--- src/rtl/sw_debounce.sv ---
// Three-channel switch debouncer: each raw switch is synchronized, then accepted as the
// new stable level only after DEB_N consecutive clock edges that disagree with it.

module sw_debounce_lane #(
    parameter int DEB_N = 1000000,
    parameter int CNT_W = 20
) (
    input  logic clk,
    input  logic rst,
    input  logic sw_i,
    output logic stable_o,
    output logic rise_o,
    output logic fall_o
);

    typedef enum logic {
        IDLE  = 1'b0,
        COUNT = 1'b1
    } state_e;

    localparam logic [CNT_W-1:0] CNT_LAST = CNT_W'(DEB_N - 1);

    logic             sync1_q, sync2_q;
    logic             st_q, st_d;
    logic             rise_q, rise_d;
    logic             fall_q, fall_d;
    logic [CNT_W-1:0] cnt_q, cnt_d;
    state_e           state;

    always_ff @(posedge clk or negedge rst) begin
        if (!rst) begin
            sync1_q <= 1'b0;
            sync2_q <= 1'b0;
        end else begin
            sync1_q <= sw_i;
            sync2_q <= sync1_q;
        end
    end

    // The state is implied by comparing the synchronized level with the stable bit.
    always_comb begin
        state  = (sync2_q != st_q) ? COUNT : IDLE;
        cnt_d  = '0;
        st_d   = st_q;
        rise_d = 1'b0;
        fall_d = 1'b0;
        case (state)
            IDLE: cnt_d = '0;
            COUNT: begin
                // >= keeps the counter bounded even if it were ever corrupted past the limit
                if (cnt_q >= CNT_LAST) begin
                    st_d   = sync2_q;
                    rise_d = sync2_q;
                    fall_d = ~sync2_q;
                end else begin
                    cnt_d = cnt_q + 1'b1;
                end
            end
            default: cnt_d = '0;
        endcase
    end

    always_ff @(posedge clk or negedge rst) begin
        if (!rst) begin
            cnt_q  <= '0;
            st_q   <= 1'b0;
            rise_q <= 1'b0;
            fall_q <= 1'b0;
        end else begin
            cnt_q  <= cnt_d;
            st_q   <= st_d;
            rise_q <= rise_d;
            fall_q <= fall_d;
        end
    end

    assign stable_o = st_q;
    assign rise_o   = rise_q;
    assign fall_o   = fall_q;

endmodule

module sw_debounce #(
    parameter int DEB_N = 1000000,
    parameter int CNT_W = 20
) (
    input  logic       clk,
    input  logic       rst,
    input  logic [2:0] SW,
    output logic [2:0] sw_stable,
    output logic [2:0] sw_rise,
    output logic [2:0] sw_fall
);

    localparam int NUM_CH = 3;

    for (genvar i = 0; i < NUM_CH; i++) begin : g_ch
        sw_debounce_lane #(
            .DEB_N(DEB_N),
            .CNT_W(CNT_W)
        ) u_lane (
            .clk     (clk),
            .rst     (rst),
            .sw_i    (SW[i]),
            .stable_o(sw_stable[i]),
            .rise_o  (sw_rise[i]),
            .fall_o  (sw_fall[i])
        );
    end

endmodule

--- config.mk ---
export PLATFORM = sky130hd
export DESIGN_NAME = sw_debounce
export DESIGN_NICKNAME = d
export VERILOG_FILES = /design/src/rtl/sw_debounce.sv
export SDC_FILE = /design/constraint.sdc
export NUM_CORES = 1
export LEC_CHECK = 0
export BUFFER_PORTS_ARGS = -buffer_cell sky130_fd_sc_hd__buf_2
export CORE_MARGIN = 4
export CORE_UTILIZATION = 30
export CTS_CLUSTER_DIAMETER = 150
export DETAILED_ROUTE_END_ITERATION = 10
export GPL_TIMING_DRIVEN = 0
export HOLD_SLACK_MARGIN = 0.12
export PLACE_DENSITY = 0.43
export SLEW_MARGIN = 15
export SYNTH_ARGS = -nofsm -noshare
export SYNTH_HDL_FRONTEND = slang
export SYNTH_SLANG_ARGS = --single-unit
--- constraint.sdc ---
create_clock -name clk -period 5.15 [get_ports clk]
set_clock_uncertainty 0.2 [all_clocks]
set_input_delay 0.7725 -clock clk [delete_from_list [all_inputs] [get_ports clk]]
set_output_delay 0.7725 -clock clk [all_outputs]
set_load 0.01 [all_outputs]
==> implementation parameters, run 1 <==
Parameter                              Value

Power
  Sw Ratio ... 20.85%
  Reg power frac ... 43.8%
  Maximum VDD drop ... 217.9 µV
  Part of the total power dissipated in combinational logic ... 2.7%
  Cell leakage power ... 1.841 nW
  Cell-internal power ... 1.097 mW
  Switching Power ... 288.9 µW
  Power per unit of standard cell area ... 336.2 nW/µm²
  Part of the power in the clock network ... 53.5%

Critical path
  Crit Path Max Fanout ... 10
  CP startpoint kind ... flop
  Worst Reg-to-Reg Cells ... 7
  Class of the most critical setup path ... flop to flop
  Endpoint of the lowest-slack register-to-register path ... g_ch[0].u_lane.cnt_q[18]
  Worst R2R Start ... g_ch[0].u_lane.cnt_q[0]
  Crit. End Element ... flop
  Crit path arrival time ... 2570 ps
  Worst reg2reg setup slack ... 2580 ps
  Required time worst endpoint ... 5160 ps

Route
  Total detailed-routing wirelength ... 6500 µm
  Number of detailed-route iterations in the first pass ... 4
  Wire length on met2 ... 2901 µm
  Avg WL per Cell ... 12.65 µm
  DRT iter0 DRCs ... 92
  Top layer used by detailed routing ... met4
  Vias ... 2,349
  Met3 Routed Length ... 238 µm
  Vias per cell ... 4.570
  Met1 Routed Length ... 3240 µm
  Number of DRC violations after detailed routing ... 0
  Residual antenna-violating net count after detailed routing ... 0

Global route
  Remaining global-route overflow ... 0
  Number of antenna violations at the first check in global routing ... 0
  Largest net degree at the start of global routing ... 44
  Global-route total usage across every layer ... 11.16%
  First-pass GRT wire length ... 11,770 µm
  Number of global-route vias before repair ... 2,390

CTS
  Number of hold-repair buffers added at the cts stage ... 0
  Clock latency reported for the late side of the worst-skew pair ... 340 ps
  CTS clock-pin slew for the worst setup and hold paths ... 60 ps
  Root Driver ... sky130_fd_sc_hd__clkbuf_16
  Number of instances resized during post-cts repair ... 0
  Clock tree from TritonCTS ... yes
  Number of sinks handled by clock tree synthesis ... 75
  Inserted Clock Buffers ... 9
  Setup bufs post-CTS ... 0
  H-tree depth reported by CTS ... 3
  Maximum root-to-sink buffer count ... 2

Floorplanning
  Effective utilization at floorplan ... 30.62%
  Die area ... 13,440 µm²
  I/O pin total ... 14
  Rows ... 39
  Horizontal die dimension ... 116.0 µm
  Core region area ... 11,420 µm²
  Die H ... 116.0 µm

STA
  Number of hold-slack violations in the final timing report ... 0
  Transition time at the pin with the least slew margin ... 786.6 ps
  Final total negative setup slack ... 0 ps
  Setup repair after global routing missed its margin ... false
  Maximum frequency from static timing analysis ... 389.7 MHz
  Slew Limit Fails ... 0
  Worst hold-check slack ... 148.1 ps
  Ratio of final minimum period to clock period ... 49.82%
  Number of failing setup endpoints in the final timing report ... 0
  Worst max-slew margin expressed relative to the limit ... 47.08%
  Shortest period the worst path allows ... 2566 ps

Synthesis
  Count of flip-flops with a built-in enable after synthesis ... 0
  Mapped Nets ... 349
  Gate Count Post-Synth ... 341
  Synthesized area ... 3496 µm²
  Asr flop ratio synth ... 100.0%
  Mean cell area of the mapped netlist ... 10.25 µm²
  Predominant post-synthesis flop cell ... sky130_fd_sc_hd__dfrtp_1
  Netlist cell types ... 37
  Yosys reg bits ... 75
  Ys Warns ... 0
  Fraction of the yosys area taken by sequential cells ... 53.69%

Worst hold path
  Worst Hold Depth ... 0
  Terminating pin of the worst hold path ... g_ch[2].u_lane.sync2_q
  Tightest Hold Check Type ... flop to flop
  Source of the worst hold timing path ... g_ch[2].u_lane.sync1_q

Status
  Run status ... complete, no violations

Placed design
  Cell count after placement ... 498
  Estimated wirelength of the detail-placed design ... 4312 µm
  Port Buffer Count ... 13
  Last weighted congestion value of the routability-driven placer ... 0.7498

Finish
  Filler cell count ... 1,198
  Fraction of final layout cells with drive strength greater than 1 ... 13.48%
  Layout-stage area growth over the synthesis result ... 17.90%
  Final std cells w/o fill ... 514
  End-of-flow core utilization ... 36.09%
  Antenna fix cells ... 0
  Final layout net count ... 374

Run
  Max-cap viol count ... 0
## cells in the mapped netlist, types with 5 or more instances
| cell type | number | area [µm²] |
|---|---|---|
| sky130_fd_sc_hd__and3_1 | 12 | 75.07 |
| sky130_fd_sc_hd__and4_1 | 5 | 43.79 |
| sky130_fd_sc_hd__buf_4 | 9 | 67.56 |
| sky130_fd_sc_hd__dfrtp_1 | 75 | 1877 |
| sky130_fd_sc_hd__inv_1 | 6 | 22.52 |
| sky130_fd_sc_hd__nand2_1 | 20 | 75.07 |
| sky130_fd_sc_hd__nand3_1 | 21 | 105.1 |
| sky130_fd_sc_hd__nand4_1 | 15 | 93.84 |
| sky130_fd_sc_hd__nor2_1 | 66 | 247.7 |
| sky130_fd_sc_hd__nor3_1 | 7 | 35.03 |
| sky130_fd_sc_hd__nor3b_1 | 7 | 52.55 |
| sky130_fd_sc_hd__xnor2_1 | 21 | 183.9 |
| sky130_fd_sc_hd__xor2_1 | 33 | 289.0 |
## cell usage in the layout (no fill, tap or decap), types with 2 or more instances in the layout
| cell type | n |
|---|---|
| sky130_fd_sc_hd__dfrtp_1 | 75 |
| sky130_fd_sc_hd__nor2_1 | 66 |
| sky130_fd_sc_hd__xor2_1 | 33 |
| sky130_fd_sc_hd__nand3_1 | 21 |
| sky130_fd_sc_hd__xnor2_1 | 21 |
| sky130_fd_sc_hd__nand2_1 | 20 |
| sky130_fd_sc_hd__nand4_1 | 15 |
| sky130_fd_sc_hd__buf_2 | 14 |
| sky130_fd_sc_hd__and3_1 | 12 |
| sky130_fd_sc_hd__buf_4 | 10 |
| sky130_fd_sc_hd__clkbuf_16 | 9 |
| sky130_fd_sc_hd__nor3_1 | 7 |
| sky130_fd_sc_hd__nor3b_1 | 7 |
| sky130_fd_sc_hd__inv_1 | 6 |
| sky130_fd_sc_hd__and4_1 | 5 |
| sky130_fd_sc_hd__o21ai_0 | 4 |
| sky130_fd_sc_hd__or4_1 | 3 |
| sky130_fd_sc_hd__clkbuf_1 | 3 |
| sky130_fd_sc_hd__nor4_1 | 3 |
| sky130_fd_sc_hd__or2_2 | 3 |
| sky130_fd_sc_hd__mux2_2 | 3 |
| sky130_fd_sc_hd__ha_1 | 3 |
| sky130_fd_sc_hd__clkinvlp_4 | 3 |
| sky130_fd_sc_hd__bufinv_16 | 3 |
| sky130_fd_sc_hd__and2_1 | 2 |
| sky130_fd_sc_hd__or3_1 | 2 |
| sky130_fd_sc_hd__a21bo_1 | 2 |
| sky130_fd_sc_hd__buf_6 | 2 |
## power by group through the flow
stage / logic [mW] / registers, mW / clock network (mW)
3_3_place_gp: 0.0371 / 0.618 / 0
2_1_floorplan: 0.0177 / 0.615 / 0
6_report: 0.0376 / 0.607 / 0.741
3_5_place_dp: 0.0400 / 0.618 / 0
4_1_cts: 0.0402 / 0.607 / 0.766
5_1_grt: 0.0448 / 0.608 / 0.794
## final cells by class
| class | instances | area, µm² | area share [%] |
|---|---|---|---|
| clock inverter | 6 | 112.6 | 2.732 |
| buffer | 16 | 111.4 | 2.702 |
| sequential | 75 | 1877 | 45.54 |
| tap | 143 | 178.9 | 4.341 |
| multi-input combinational | 244 | 1485 | 36.04 |
| timing repair buffer | 14 | 95.09 | 2.307 |
| inverter | 6 | 22.52 | 0.5464 |
| clock buffer | 10 | 239.0 | 5.798 |
## metrics by stage
| step | power (mW) | setup slack [ps] | area (µm²) |
|---|---|---|---|
| after global placement | 0.6547 | 2495 | 3740 |
| final | 1.386 | 2584 | 4121 |
| after CTS | 1.413 | 2509 | 4121 |
| after detailed placement | 0.6575 | 2517 | 3770 |
| after global routing | 1.447 | 2280 | 4121 |
| after floorplan | 0.6326 | 3062 | 3496 |
## registers in the layout (all words and copies together), names as in the netlist
name and count:
g_ch.u_lane.cnt_q 60, g_ch.u_lane.sync2_q 3, g_ch.u_lane.rise_o 3, g_ch.u_lane.fall_o 3, g_ch.u_lane.stable_o 3, g_ch.u_lane.sync1_q 3
## logic make-up (layout without fill, tap and decap cells)
kind of cell / after synthesis / count (layout) / share of synthesized area (%)
AND/OR/NAND/NOR: 168 / 168 / 23.62
buffers and inverters: 22 / 52 / 3.829
XOR/XNOR: 54 / 54 / 13.53
adder cells (fa/ha/maj): 3 / 3 / 1.074
flip-flops: 75 / 75 / 53.69
multiplexers: 3 / 3 / 0.9663
AO/OA/AOI/OAI: 16 / 16 / 3.293
## worst max-delay path by stage
stage                                   startpoint                        to  slack (ps)  depth (start not counted)
after floorplan           g_ch[1].u_lane.cnt_q[10]  g_ch[1].u_lane.cnt_q[15]        3060                          7
after global placement                         rst     g_ch[1].u_lane.rise_o        2500                          1
after detailed placement   g_ch[0].u_lane.cnt_q[0]  g_ch[0].u_lane.cnt_q[18]        2520                          7
after CTS                  g_ch[0].u_lane.cnt_q[0]  g_ch[0].u_lane.cnt_q[18]        2510                          7
after global routing       g_ch[0].u_lane.cnt_q[0]  g_ch[0].u_lane.cnt_q[15]        2280                          7
final                      g_ch[0].u_lane.cnt_q[0]  g_ch[0].u_lane.cnt_q[18]        2580                          7
## routing by layer
layer,up-vias,track usage (%)
met4,0,4.408
met1,1123,14.79
met2,26,16.61
met3,10,4.125
met5,-,0
li1,1190,-
## critical path, cell delays in order (launching register included)
cell,delay [ps]
sky130_fd_sc_hd__dfrtp_1,390
sky130_fd_sc_hd__ha_1,220
sky130_fd_sc_hd__nand4_1,170
sky130_fd_sc_hd__o211ai_1,220
sky130_fd_sc_hd__a31oi_1,150
sky130_fd_sc_hd__o21ai_1,550
sky130_fd_sc_hd__clkbuf_1,420
sky130_fd_sc_hd__nor2_1,100
Power figures use the tool's default switching activity.
==> run 2: changes to the inputs <==
PLACE_DENSITY = 0.44   (was 0.43)
clock period = 2.22 ns   (was 5.15 ns; I/O delays follow)
==> implementation parameters, run 2 (same netlist as run 1, synthesis figures left out) <==
Parameter                              Value

Critical path
  Endpoint of the lowest-slack register-to-register path ... g_ch[1].u_lane.stable_o
  Crit. End Element ... flop
  Worst Reg-to-Reg Cells ... 5
  Peak per-stage delay on the critical path ... 550 ps
  Crit Path Max Fanout ... 4
  CP startpoint kind ... flop
  Worst reg2reg setup slack ... 50 ps
  Depth of the critical timing path with buffers and inverters included ... 5
  Top cell family by delay on the critical path ... simple AND/OR/NAND/NOR gates
  Class of the most critical setup path ... flop to flop
  Required time worst endpoint ... 2240 ps
  Cell breakdown of the critical path ... or4_4 -> a211oi_4 -> o311ai_4 -> nand2_2 -> mux2_2
  Buffer and inverter count on the worst path ... 0
  Crit path arrival time ... 2180 ps
  Worst R2R Start ... g_ch[1].u_lane.cnt_q[10]
  CP max-delay cell ... sky130_fd_sc_hd__or4_4

Finish
  Final layout net count ... 382
  Antenna fix cells ... 0
  Filler cell count ... 1,154
  Most common cell after layout, fill and taps aside ... sky130_fd_sc_hd__dfrtp_1
  Fraction of final layout cells with drive strength greater than 1 ... 18.73%
  Flip-flop count of the largest register, all copies and words added ... 60
  Final std cells w/o fill ... 522
  Layout-stage area growth over the synthesis result ... 20.37%
  Finished Cell Area ... 4208 µm²
  Biggest register ... g_ch.u_lane.cnt_q
  End-of-flow core utilization ... 36.85%
  Commonest cells after routing, fill and taps aside ... 73 x sky130_fd_sc_hd__dfrtp_1, 60 x sky130_fd_sc_hd__nor2_1, 33 x sky130_fd_sc_hd__xor2_1

Floorplanning
  I/O pin total ... 14
  Core region area ... 11,420 µm²
  Horizontal die dimension ... 116.0 µm
  Effective utilization at floorplan ... 30.62%
  Die H ... 116.0 µm
  Rows ... 39
  Die area ... 13,440 µm²

Placed design
  Post-place instance area ... 3770 µm²
  Estimated wirelength of the detail-placed design ... 4334 µm
  Port Buffer Count ... 13
  Cell count after placement ... 498
  Last weighted congestion value of the routability-driven placer ... 0.7568

Route
  DRT iter0 DRCs ... 105
  Avg WL per Cell ... 12.42 µm
  Total detailed-routing wirelength ... 6485 µm
  Number of DRC violations after detailed routing ... 0
  Vias ... 2,395
  Vias per cell ... 4.588
  Number of detailed-route iterations in the first pass ... 4
  Residual antenna-violating net count after detailed routing ... 0

Power
  Cell leakage power ... 1.919 nW
  Power per unit of standard cell area ... 696.4 nW/µm²
  Maximum VDD drop ... 403.9 µV

STA
  Number of hold-slack violations in the final timing report ... 0
  Slew Limit Fails ... 0
  Shortest period the worst path allows ... 2167 ps
  Transition time at the pin with the least slew margin ... 714.6 ps
  Setup repair after global routing missed its margin ... true
  Maximum frequency from static timing analysis ... 461.5 MHz
  Ratio of final minimum period to clock period ... 97.61%
  Number of failing setup endpoints in the final timing report ... 0
  Worst max-slew margin expressed relative to the limit ... 51.92%

CTS
  Inserted Clock Buffers ... 9
  Maximum root-to-sink buffer count ... 2
  Number of sinks handled by clock tree synthesis ... 75
  Clock tree from TritonCTS ... yes
  H-tree depth reported by CTS ... 3
  Root Driver ... sky130_fd_sc_hd__clkbuf_16
  CTS clock-pin slew for the worst setup and hold paths ... 60 ps
  Clock latency reported for the late side of the worst-skew pair ... 330 ps

Worst hold path
  Worst Hold Depth ... 0
  Source of the worst hold timing path ... g_ch[1].u_lane.sync1_q
  Terminating pin of the worst hold path ... g_ch[1].u_lane.sync2_q
  Tightest Hold Check Type ... flop to flop

Status
  Run status ... complete, no violations

Global route
  Number of antenna violations at the first check in global routing ... 0
  Number of global-route vias before repair ... 2,510
  Largest net degree at the start of global routing ... 43
  First-pass GRT wire length ... 11,820 µm
  Remaining global-route overflow ... 0
  Global-route total usage across every layer ... 11.05%

Run
  Max-cap viol count ... 0
## run 2: cell count changes in the layout (fill, tap and decap cells not counted), moves of 2 or more
cell / previous run / this run
sky130_fd_sc_hd__buf_4: 10 / 17
sky130_fd_sc_hd__nor2_1: 66 / 60
sky130_fd_sc_hd__nor2_2: 0 / 6
sky130_fd_sc_hd__clkinv_2: 0 / 5
sky130_fd_sc_hd__dlygate4sd3_1: 0 / 4
sky130_fd_sc_hd__clkinvlp_4: 3 / 0
sky130_fd_sc_hd__buf_2: 14 / 12
sky130_fd_sc_hd__bufinv_16: 3 / 1
sky130_fd_sc_hd__dfrtp_1: 75 / 73
sky130_fd_sc_hd__dfrtp_2: 0 / 2
sky130_fd_sc_hd__or4_1: 3 / 1
sky130_fd_sc_hd__or4_4: 0 / 2
## run 2: how the worst max path moves through the flow
stage	to	slack [ps]	start
detailed placement	g_ch[0].u_lane.cnt_q[12]	-430	g_ch[0].u_lane.cnt_q[0]
floorplan	g_ch[1].u_lane.cnt_q[15]	130	g_ch[1].u_lane.cnt_q[10]
CTS	g_ch[0].u_lane.stable_o	4	g_ch[0].u_lane.cnt_q[12]
global route	g_ch[0].u_lane.stable_o	-30	g_ch[0].u_lane.cnt_q[0]
finish	g_ch[1].u_lane.stable_o	50	g_ch[1].u_lane.cnt_q[10]
global placement	g_ch[0].u_lane.cnt_q[18]	-440	g_ch[0].u_lane.cnt_q[0]
## run 2: repair_timing
action | CTS | global route
hold buffers | 4 | 0
gates resized for setup | 5 | 17
gates cloned | 0 | 0
pin swaps | 3 | 4
hold endpoints to repair | 36 | 0
buffers inserted | 4 | 2
endpoints found under the setup margin | 39 | 36
## run 2: power breakdown
part | internal [mW] | total (mW) | switching (mW)
Combinational | 0.0348 | 0.0943 | 0.0596
Sequential | 1.39 | 1.41 | 0.0220
Clock | 0.890 | 1.43 | 0.538
## run 2: final cells by class
cell class	instances	area, µm²	area share, %
Clock inverter	6	55.05	1.308
Inverter	6	22.52	0.5352
Sequential cell	75	1879	44.66
Tap cell	143	178.9	4.252
Buffer	14	98.84	2.349
Multi-Input combinational cell	244	1554	36.93
Timing Repair Buffer	24	180.2	4.282
Clock buffer	10	239.0	5.679
## run 2: stage by stage
step           TNS (ps)  worst slack, ps  power (mW)  hold slack (ps)
2_1_floorplan         0            132.2       1.468           -162.6
3_3_place_gp      -5225           -435.5       1.519            133.0
3_5_place_dp      -5147           -430.1       1.525            134.8
4_1_cts               0            3.859       2.997            149.5
5_1_grt          -38.87           -28.42       3.070            155.4
6_report              0            53.15       2.930            146.5
## run 2: layer usage
metal  share of wire (%)  GRT usage (%)  up-vias
met5                   0              0        -
met4                0.94          3.480        0
met3                 3.8          3.916        4
met2                  46          16.92       27
met1                  49          14.72     1158
li1                    -              -     1206
==> run 3: changes to the inputs <==
--- a/config.mk
+++ b/config.mk
@@ -8,2 +8,3 @@
 export BUFFER_PORTS_ARGS = -buffer_cell sky130_fd_sc_hd__buf_2
+export CORE_ASPECT_RATIO = 1.5
 export CORE_MARGIN = 4
@@ -15,3 +16,2 @@
 export PLACE_DENSITY = 0.44
-export SLEW_MARGIN = 15
 export SYNTH_ARGS = -nofsm -noshare
==> constraint.sdc (replaced) <==
create_clock -name clk -period 2.22 [get_ports clk]
set_clock_uncertainty 0.2 [all_clocks]
set_input_delay 0.666 -clock clk [delete_from_list [all_inputs] [get_ports clk]]
set_output_delay 0.666 -clock clk [all_outputs]
set_load 0.01 [all_outputs]
==> implementation parameters, run 3 (same netlist as run 1, synthesis figures left out) <==
Parameter                              Value

Global route
  Largest net degree at the start of global routing ... 58
  Number of global-route vias before repair ... 2,420
  Number of antenna violations at the first check in global routing ... 0
  Global-route total usage across every layer ... 10.60%
  Remaining global-route overflow ... 0
  First-pass GRT wire length ... 11,140 µm

CTS
  CTS clock-pin slew for the worst setup and hold paths ... 60 ps
  Inserted Clock Buffers ... 9
  Maximum root-to-sink buffer count ... 2
  Root Driver ... sky130_fd_sc_hd__clkbuf_16
  Clock latency reported for the late side of the worst-skew pair ... 330 ps
  Clock tree from TritonCTS ... yes
  Number of sinks handled by clock tree synthesis ... 75
  H-tree depth reported by CTS ... 3

STA
  Number of hold-slack violations in the final timing report ... 0
  Shortest period the worst path allows ... 2209 ps
  Final total negative setup slack ... 0 ps
  Transition time at the pin with the least slew margin ... 685.6 ps
  Worst hold-check slack ... 150.0 ps
  Ratio of final minimum period to clock period ... 99.49%
  Slew Limit Fails ... 0
  Setup repair after global routing missed its margin ... true
  Number of failing setup endpoints in the final timing report ... 0
  Worst max-slew margin expressed relative to the limit ... 53.87%
  Maximum frequency from static timing analysis ... 452.8 MHz

Route
  Number of DRC violations after detailed routing ... 0
  Avg WL per Cell ... 12.33 µm
  Vias per cell ... 4.565
  Vias ... 2,401
  Total detailed-routing wirelength ... 6483 µm
  Residual antenna-violating net count after detailed routing ... 0
  Number of detailed-route iterations in the first pass ... 4
  DRT iter0 DRCs ... 111

Floorplanning
  Horizontal die dimension ... 96.14 µm
  Die H ... 140.2 µm
  Die area ... 13,480 µm²
  Core region area ... 11,470 µm²
  I/O pin total ... 14
  Effective utilization at floorplan ... 30.48%
  Rows ... 48

Finish
  Fraction of final layout cells with drive strength greater than 1 ... 18.88%
  Flip-flop count of the largest register, all copies and words added ... 60
  Area used by multi-input combinational logic ... 1559 µm²
  Most common cell after layout, fill and taps aside ... sky130_fd_sc_hd__dfrtp_1
  Layout-stage area growth over the synthesis result ... 21.08%
  Antenna fix cells ... 0
  Filler cell count ... 1,133
  FF/Latch Area ... 1879 µm²
  Final layout net count ... 379
  Biggest register ... g_ch.u_lane.cnt_q
  Commonest cells after routing, fill and taps aside ... 73 x sky130_fd_sc_hd__dfrtp_1, 61 x sky130_fd_sc_hd__nor2_1, 33 x sky130_fd_sc_hd__xor2_1
  Final std cells w/o fill ... 526

Worst hold path
  Terminating pin of the worst hold path ... g_ch[0].u_lane.sync2_q
  Source of the worst hold timing path ... g_ch[0].u_lane.sync1_q
  Worst Hold Depth ... 0
  Tightest Hold Check Type ... flop to flop

Placed design
  Cell count after placement ... 505
  Port Buffer Count ... 13
  Last weighted congestion value of the routability-driven placer ... 0.7581
  Estimated wirelength of the detail-placed design ... 4469 µm

Run
  Max-cap viol count ... 0

Critical path
  Endpoint of the lowest-slack register-to-register path ... g_ch[1].u_lane.cnt_q[12]
  Crit Path Max Fanout ... 10
  Required time worst endpoint ... 2280 ps
  Worst Reg-to-Reg Cells ... 7
  Worst R2R Start ... g_ch[1].u_lane.cnt_q[11]
  Crit path arrival time ... 2270 ps
  Crit. End Element ... flop
  Class of the most critical setup path ... flop to flop
  CP startpoint kind ... flop
  Worst reg2reg setup slack ... 10 ps

Power
  Cell leakage power ... 1.915 nW
  Post-layout power ... 3.082 mW
  Power per unit of standard cell area ... 728.1 nW/µm²
  Maximum VDD drop ... 390.0 µV

Status
  Run status ... complete, no violations
run 3: layout make-up:
class | count | share of cell area [%]
Clock inverter | 6 | 2.099
Multi-Input combinational cell | 244 | 36.83
Tap cell | 150 | 4.434
Sequential cell | 75 | 44.40
Inverter | 6 | 0.5321
Timing Repair Buffer | 20 | 3.370
Clock buffer | 10 | 5.646
Buffer | 15 | 2.690
run 3: timing repair:
| item | 4_1_cts | 5_1_grt |
|---|---|---|
| resized for setup | 6 | 17 |
| pin swaps | 2 | 5 |
| endpoints found under the setup margin | 39 | 41 |
| hold endpoints to repair | 18 | 0 |
| hold buffers | 1 | 0 |
| buffers inserted | 2 | 3 |
run 3: how the worst max path moves through the flow:
stage / depth (start not counted) / slack, ps / end / startpoint
3_3_place_gp: 7 / -510 / g_ch[0].u_lane.cnt_q[17] / g_ch[0].u_lane.cnt_q[0]
3_5_place_dp: 7 / -490 / g_ch[0].u_lane.cnt_q[10] / g_ch[0].u_lane.cnt_q[0]
5_1_grt: 7 / -70 / g_ch[1].u_lane.cnt_q[11] / g_ch[1].u_lane.cnt_q[11]
2_1_floorplan: 7 / 130 / g_ch[1].u_lane.cnt_q[15] / g_ch[1].u_lane.cnt_q[10]
6_report: 7 / 10 / g_ch[1].u_lane.cnt_q[12] / g_ch[1].u_lane.cnt_q[11]
4_1_cts: 7 / 1 / g_ch[1].u_lane.cnt_q[15] / g_ch[1].u_lane.cnt_q[11]
run 3: worst max-delay path: stages, from the launching register on:
cell and delay (ps):
sky130_fd_sc_hd__dfrtp_2 430, sky130_fd_sc_hd__or4_4 530, sky130_fd_sc_hd__a211oi_4 270, sky130_fd_sc_hd__o311ai_4 130, sky130_fd_sc_hd__a21bo_1 200, sky130_fd_sc_hd__buf_6 140
sky130_fd_sc_hd__buf_8 140, sky130_fd_sc_hd__nor2_1 100
run 3: stage by stage:
step / setup slack [ps] / utilization, % / area, µm²
after global routing: -71.97 / 36.90 / 4233
after detailed placement: -486.4 / 32.94 / 3779
after floorplan: 132.2 / - / 3496
after CTS: 1.044 / 36.18 / 4150
final: 11.38 / 36.90 / 4233
after global placement: -508.6 / 32.68 / 3749
run 3: report_power, final:
part | switching [mW] | total [mW] | internal, mW
combinational | 0.0604 | 0.0961 | 0.0357
clock | 0.565 | 1.58 | 1.01
sequential | 0.0209 | 1.41 | 1.39
run 3: per-layer routing:
| layer | track usage (%) | wire [µm] | up-vias |
|---|---|---|---|
| met5 | 0 | 0 | - |
| met4 | 4.948 | 131 | 0 |
| met3 | 2.902 | 150 | 11 |
| met2 | 17.69 | 3408 | 16 |
| met1 | 12.33 | 2793 | 1166 |
| li1 | - | - | 1208 |
